File: src/rtl/if_stage.sv
// Instruction fetch stage: keeps one memory request in flight and buffers up to two responses for decode.
// Latency: the grant in cycle N, rvalid in N+1 and if_valid in N+2; requests can then continue back to back.
// Backpressure: when decode stalls, requests stop once two words are buffered. A redirect flushes the buffer and drops the in-flight response.
// The optional starvation counter (stall_cnt port) is built only when the IF_STALL_CNT_EN macro is defined.
module if_stage #(
    parameter logic [31:0] RESET_PC = 32'h0000_0000
) (
    input  logic        clk,
    input  logic        rst,
    input  logic        pc_sel,
    input  logic [31:0] npc,
    output logic        imem_req,
    output logic [31:0] imem_addr,
    input  logic        imem_gnt,
    input  logic        imem_rvalid,
    input  logic [31:0] imem_rdata,
    output logic [31:0] ins,
    output logic [31:0] pc,
    output logic        if_valid,
    input  logic        id_ready
`ifdef IF_STALL_CNT_EN
    ,
    output logic [31:0] stall_cnt
`endif
);

    localparam logic [31:0] NOP = 32'h0000_0013;

    // RUN: nothing outstanding; WAIT: one response due; DROP: due response is stale
    typedef enum logic [1:0] {
        S_RUN  = 2'd0,
        S_WAIT = 2'd1,
        S_DROP = 2'd2
    } state_t;

    state_t      state;
    logic [31:0] fpc;
    logic [31:0] req_pc;

    // two-entry response buffer, head at rd_ptr
    logic [31:0] fifo_pc  [2];
    logic [31:0] fifo_ins [2];
    logic        wr_ptr;
    logic        rd_ptr;
    logic [1:0]  count;

    logic        push;
    logic        pop;
    logic        fire;
    logic [1:0]  count_after;
    logic [31:0] npc_aligned;
    logic        unused_npc_lo;

    assign npc_aligned   = {npc[31:2], 2'b00};
    assign unused_npc_lo = &{1'b0, npc[1:0]};

    // a redirect flushes the buffer, so it also suppresses any pop or push this cycle
    assign pop         = (count != 2'd0) && id_ready && !pc_sel;
    assign push        = (state == S_WAIT) && imem_rvalid && !pc_sel;
    assign count_after = count + {1'b0, push} - {1'b0, pop};

    // a new request is issued from RUN, or back to back when the current response lands.
    // In both cases the buffer must still have room after this cycle's push/pop.
    always_comb begin
        imem_req = 1'b0;
        if (!rst && !pc_sel) begin
            case (state)
                S_RUN:   imem_req = (count < 2'd2);
                S_WAIT:  imem_req = imem_rvalid && (count_after < 2'd2);
                default: imem_req = 1'b0;
            endcase
        end
    end

    assign fire      = imem_req && imem_gnt;
    assign imem_addr = {fpc[31:2], 2'b00};

    // decode sees the buffer head, or a NOP at pc 0 when nothing is buffered
    assign if_valid = (count != 2'd0);
    assign ins      = if_valid ? fifo_ins[rd_ptr] : NOP;
    assign pc       = if_valid ? fifo_pc[rd_ptr]  : 32'h0000_0000;

    // fetch FSM, fetch PC and buffer occupancy
    always_ff @(posedge clk) begin
        if (rst) begin
            state  <= S_RUN;
            fpc    <= RESET_PC;
            req_pc <= 32'h0000_0000;
            wr_ptr <= 1'b0;
            rd_ptr <= 1'b0;
            count  <= 2'd0;
        end else if (pc_sel) begin
            fpc    <= npc_aligned;
            wr_ptr <= 1'b0;
            rd_ptr <= 1'b0;
            count  <= 2'd0;
            case (state)
                S_RUN:   state <= S_RUN;
                // a response arriving in the redirect cycle is simply not pushed
                S_WAIT:  state <= imem_rvalid ? S_RUN : S_DROP;
                default: state <= imem_rvalid ? S_RUN : S_DROP;
            endcase
        end else begin
            if (push) begin
                wr_ptr <= ~wr_ptr;
            end
            if (pop) begin
                rd_ptr <= ~rd_ptr;
            end
            count <= count_after;
            case (state)
                S_RUN: begin
                    // a stray rvalid here belongs to a request from before reset
                    if (fire) begin
                        req_pc <= fpc;
                        fpc    <= fpc + 32'd4;
                        state  <= S_WAIT;
                    end
                end
                S_WAIT: begin
                    if (imem_rvalid) begin
                        if (fire) begin
                            req_pc <= fpc;
                            fpc    <= fpc + 32'd4;
                            state  <= S_WAIT;
                        end else begin
                            state <= S_RUN;
                        end
                    end
                end
                default: begin
                    if (imem_rvalid) begin
                        state <= S_RUN;
                    end
                end
            endcase
        end
    end

    // buffer storage needs no reset; occupancy decides what is visible
    always_ff @(posedge clk) begin
        if (!rst && push) begin
            fifo_pc[wr_ptr]  <= req_pc;
            fifo_ins[wr_ptr] <= imem_rdata;
        end
    end

`ifdef IF_STALL_CNT_EN
    // count cycles decode is ready but has nothing to take, saturating
    always_ff @(posedge clk) begin
        if (rst) begin
            stall_cnt <= 32'h0000_0000;
        end else if (id_ready && !if_valid && (stall_cnt != 32'hFFFF_FFFF)) begin
            stall_cnt <= stall_cnt + 32'd1;
        end
    end
`endif

endmodule

File: config.mk
export PLATFORM = sky130hd
export DESIGN_NAME = if_stage
export DESIGN_NICKNAME = d
export VERILOG_FILES = /design/src/rtl/if_stage.sv
export SDC_FILE = /design/constraint.sdc
export NUM_CORES = 1
export LEC_CHECK = 0
export ABC_CLOCK_PERIOD_IN_PS = 5680
export CORE_ASPECT_RATIO = 0.6
export CORE_MARGIN = 10
export CORE_UTILIZATION = 46
export CTS_CLUSTER_DIAMETER = 80
export DETAILED_ROUTE_END_ITERATION = 6
export PLACE_DENSITY = 0.79
export SYNTH_ARGS = -nofsm -noshare
export SYNTH_HDL_FRONTEND = slang
export SYNTH_SLANG_ARGS = --single-unit
File: constraint.sdc
create_clock -name clk -period 5.68 [get_ports clk]
set_input_delay 0.568 -clock clk [delete_from_list [all_inputs] [get_ports clk]]
set_output_delay 0.568 -clock clk [all_outputs]
set_load 0.02 [all_outputs]
=== After elaboration in Yosys (flattened, before gate mapping) ===
Memories as Yosys holds them, arrays and structs flattened. A register that Yosys moved wholly into a read port is not among the register bits.
Cells that the tools add are included.

* Input port bits: 70
* Output and inout bits: 98
* Word-level logic and storage cells: 66
* Bits in registers: 70
* Memories: 2
* Memory bits (writable): 128

{| class="wikitable"
|+ Memories
! memory !! depth !! width !! rd ports !! clocked after Yosys merged registers in !! wr ports !! RTL line !! RTL
|-
| fifo_ins || 2 || 32 || 1 || 1 || 1 || 42 || <nowiki>logic [31:0] fifo_ins [2];</nowiki>
|-
| fifo_pc || 2 || 32 || 1 || 1 || 1 || 41 || <nowiki>logic [31:0] fifo_pc [2];</nowiki>
|}

* Equal/unequal tests: 4
* Reductions and logical operators: 20
* $add $sub $neg: 3
* Mux-type cells: 25
* Bitwise gates (word level): 3
* Magnitude comparators: 2

{| class="wikitable"
|+ Operators with widths
! kind !! count
|-
| $mux W32 || 7
|-
| $pmux W32 S2 || 2
|-
| $add A32 B3 Y32 const B || 1
|-
| $mux W2 || 6
|-
| $logic_and A1 B1 Y1 || 8
|-
| $mux W1 || 8
|-
| $ne A3 B3 Y1 const B || 2
|-
| $reduce_and A3 Y1 || 2
|-
| $reduce_bool A3 Y1 || 2
|-
| $lt A2 B2 Y1 const B || 2
|-
| $pmux W2 S2 || 1
|-
| $reduce_and A2 Y1 || 2
|-
| $reduce_bool A2 Y1 || 2
|-
| $not A1 Y1 || 3
|-
| $add A2 B1 Y2 || 1
|-
| $eq A2 B1 Y1 const B || 1
|-
| $logic_not A1 Y1 || 2
|-
| $logic_not A2 Y1 || 1
|-
| $ne A2 B2 Y1 const B || 1
|-
| $pmux W1 S2 || 1
|-
| $reduce_or A2 Y1 || 1
|-
| $sub A2 B1 Y2 || 1
|}

=== Logic depth before layout (Yosys ltp) ===
* Depth after elaboration: 14
* Gate-level depth with buffers: 14

=== Worst setup path after synthesis ===
Ideal clock, no wire load.

* Kind: input to register
* Start point: input pc_sel
* End point: memory fifo_ins[0][0] (enable)
* Path slack: -0.456 ns
* Data arrival time: 5.578 ns
* Setup time: 0.558 ns
* Cell stages on the path: 5
* Required time: 5.122 ns
* Cells stage by stage: clkbuf_1 > inv_1 > clkbuf_1 > nand2_1 > nor3_1

* Longest elaborated chain between the ends: 5

{| class="wikitable"
|+ Ends and longest elaborated chain
! what !! RTL line !! RTL
|-
| from (decl) || 10 || <nowiki>input logic pc_sel,</nowiki>
|-
| $logic_not A1 Y1 || 59 || <nowiki>assign push = (state == S_WAIT) && imem_rvalid && !pc_sel;</nowiki>
|-
| $logic_and A1 B1 Y1 || 59 ||
|-
| $logic_and A1 B1 Y1 || 142 || <nowiki>if (!rst && push) begin</nowiki>
|-
| $mux W1 || 142 ||
|-
| $mux W1 (implied by the code) || 144 || <nowiki>fifo_ins[wr_ptr] <= imem_rdata;</nowiki>
|-
| to (decl) || 42 ||
|}

Every way passes these cells.

=== Final worst setup path ===
* Start point: input imem_rvalid
* End point: output imem_req

* Longest elaborated chain between the ends: 8

{| class="wikitable"
|+ Ends and longest elaborated chain
! what !! RTL line !! RTL
|-
| from (decl) || 15 || <nowiki>input logic imem_rvalid,</nowiki>
|-
| $logic_and A1 B1 Y1 (2 in series) || 59 ||
|-
| $add A2 B1 Y2 || 60 || <nowiki>assign count_after = count + {1'b0, push} - {1'b0, pop};</nowiki>
|-
| $sub A2 B1 Y2 || 60 ||
|-
| $lt A2 B2 Y1 || 69 || <nowiki>S_WAIT: imem_req = imem_rvalid && (count_after < 2'd2);</nowiki>
|-
| $logic_and A1 B1 Y1 (*) || 69 ||
|-
| $pmux W1 S2 (*) || 67 || <nowiki>case (state)</nowiki>
|-
| $mux W1 (*) || 66 || <nowiki>if (!rst && !pc_sel) begin</nowiki>
|-
| to (decl) || 12 || <nowiki>output logic imem_req,</nowiki>
|}

Mark *: on every way between the ends. The rest lies on a longest branch, timed or not.

==> metrics <==
run status=finished clean; crit-path max FO=8; Mapped Avg Cell Area=11.65 um2; setup repair bufs after CTS=0; setup TNS=0 ns; TritonCTS clock tree=yes; reg-to-reg startpoint=count[1]$_SDFF_PP0_; detailed-route via count=5,920; Synth warnings=0; Reg clk slew, reported paths=0.07 ns; post-synth top area share=0.4654; antenna violations before repair=0; Longest Clk Path Bufs=2; HPWL after DPL=14,090 um; Synth area leaders=edfxtp_1 (47%), dfxtp_1 (17%), mux2i_1 (7.9%); H-tree Lvls=4; Starting Density=0.4683; first-pass GRT wire length=31,970 um; Final Core Density=0.6125; Critical Path Sink Type=primary output; clk_lat worst skew=0.44 ns; Max stage delay on crit path=0.63 ns; worst-margin pin slew=1.138 ns; vias in the first global route=5,627; CP arrival=3.69 ns; post-cts sizing count=0; Area Overhead vs Synth=30.78%; Fmax=234.8 MHz; final non-filler cell total=1,080; Final setup viols=0; flops & latches, synth=191; Synth Flop Type=edfxtp_1; crit path buf inv count=3; layout cells sized above 1=0.06974; largest net degree at the start of global routing=63; Unique masters post-synth=56; hold_sp=req_pc[19]$_SDFFE_PP0P_; area leader, netlist=edfxtp_1; highest-delay cell along the critical path=clkdlybuf4s50_1; DP Cell Count=1,048; Antenna Cells=0; Port Buffer Count=161; Layout Nets=906; relative slew slack=0.2219; CTS Root Cell=clkbuf_16; drt wl/cell=19.15 um; drc violations=0; number of synthesized flops with an enable pin=124; row cnt=37; most frequent cells in the layout=clkdlybuf4s50_1 (160), edfxtp_1 (124), nand2_1 (96); hold crit path type=reg2reg; Startpoint Class=input pin; clock skew=0.02399 ns; Slew Viols, Final=0; Die Height=122.2 um; DR iter-0 viols=614; Final ANT Viol Nets=0; Worst Path Class, Setup=in2out; chip width=190.3 um; clock buffer count from CTS=17; Seq/Total Area, Yosys=0.6331; Synth async-reset ratio=0; Via-to-Cell Ratio=5.481; Top Family by Delay on Critical Path=buffers and inverters; Routed WL=20,680 um; GR Overflow Total=0; crit share post-route=0.7499; leading cell type in the layout, fill and taps excluded=clkdlybuf4s50_1; drt pass-1 iters=7; origin of the worst setup path=imem_rvalid; crit path time final=4.259 ns; I/O pin total=168; Routability Congestion=0.8930; Die ar.=23,240 um2; total track usage=0.1742; RSZ-0062 raised after global routing=no; Pwr Density=286.2 nW/um2; critical-path cell list=clkdlybuf4s50_1, nand3b_1, nand2b_1, ha_1, inv_1, ha_1, xnor2_1, mux2_4, a21o_1, nor2_1, clkdlybuf4s50_1; CP required=5.11 ns; worst vdd ir=0.1710 mV; hold buffers post-CTS=0; LEAKAGE=3.417 nW; max_cap viols=0; core box area=17,080 um2; Sinks on Clock Net=191; final hold viol count=0; Syn Inst Count=687; Post-Syn Area=8000 um2
[synth_stat cells, types with 4 or more instances]
library cell / n
edfxtp_1: 124
nand2_1: 96
nor2_1: 74
dfxtp_1: 67
mux2i_1: 63
a21oi_1: 42
clkbuf_1: 28
nand3_1: 15
nand2b_1: 11
nand4_1: 10
o211ai_1: 10
xnor2_1: 9
a211oi_1: 8
buf_1: 8
nor3_1: 8
nor4_1: 7
and4_1: 6
buf_2: 6
inv_1: 6
o21ai_0: 6
o22ai_1: 5
or2_2: 5
or3_1: 5
xor2_1: 5
and3_1: 4
buf_4: 4
o211a_1: 4
or4_1: 4
[registers in the layout, summed over array words and instances, names as in the netlist, named ones only]
name      flops
state         2
req_pc       30
fifo_pc      60
fifo_ins     64
count         2
fpc          30
rd_ptr        1
wr_ptr        1
[stage by stage]
step | instance area, um2 | hold slack (ns) | setup slack [ns] | total power [mW]
2_1_floorplan | 8011 | 0.4254 | -0.4563 | 1.638
3_3_place_gp | 9818 | 0.4332 | 1.430 | 1.746
3_5_place_dp | 9818 | 0.4412 | 1.417 | 1.749
4_1_cts | 10460 | 0.4601 | 1.407 | 3.013
5_1_grt | 10460 | 0.4691 | 1.265 | 3.086
6_report | 10460 | 0.4511 | 1.421 | 2.995
[area by class of cell]
| type | instances | area (um2) |
|---|---|---|
| Sequential cell | 191 | 5069 |
| Timing Repair Buffer | 171 | 1682 |
| Inverter | 6 | 22.52 |
| Tap cell | 234 | 292.8 |
| Clock buffer | 17 | 425.4 |
| Fill cell | 1379 | 6620 |
| Clock inverter | 15 | 219.0 |
| Multi-Input combinational cell | 446 | 2753 |
[layer usage]
metal	vias up	track usage	wire length, um
met1	2834	0.2541	9698
met4	0	0.04114	181
met5	-	0	0
met2	278	0.2473	8781
li1	2789	-	-
met3	19	0.05280	2017
[power breakdown]
part	switching, mW	internal [mW]
logic	0.0941	0.0979
registers	0.0391	1.49
clock network	0.590	0.684
[path summary, 6_finish.rpt]
path | endpoint | slack (ns) | cells past startpoint
min | fifo_pc[1][19]$_DFFE_PP_ | 0.45 | 0
max reg2reg | fpc[18]$_SDFFE_PP0P_ | 2.20 | 12
max | imem_req | 1.42 | 11
min reg2reg | fifo_pc[1][19]$_DFFE_PP_ | 0.45 | 0
[cells by family after synthesis]
kind of cell             share of synthesized area
other                                    0.0004687
XOR/XNOR                                   0.01533
adder cells (fa/ha/maj)                   0.004692
buffers and inverters                      0.02784
multiplexers                               0.08211
AO/OA/AOI/OAI                              0.08571
AND/OR/NAND/NOR                             0.1508
flip-flops                                  0.6331
No activity file was read; power rests on OpenSTA's default activity.
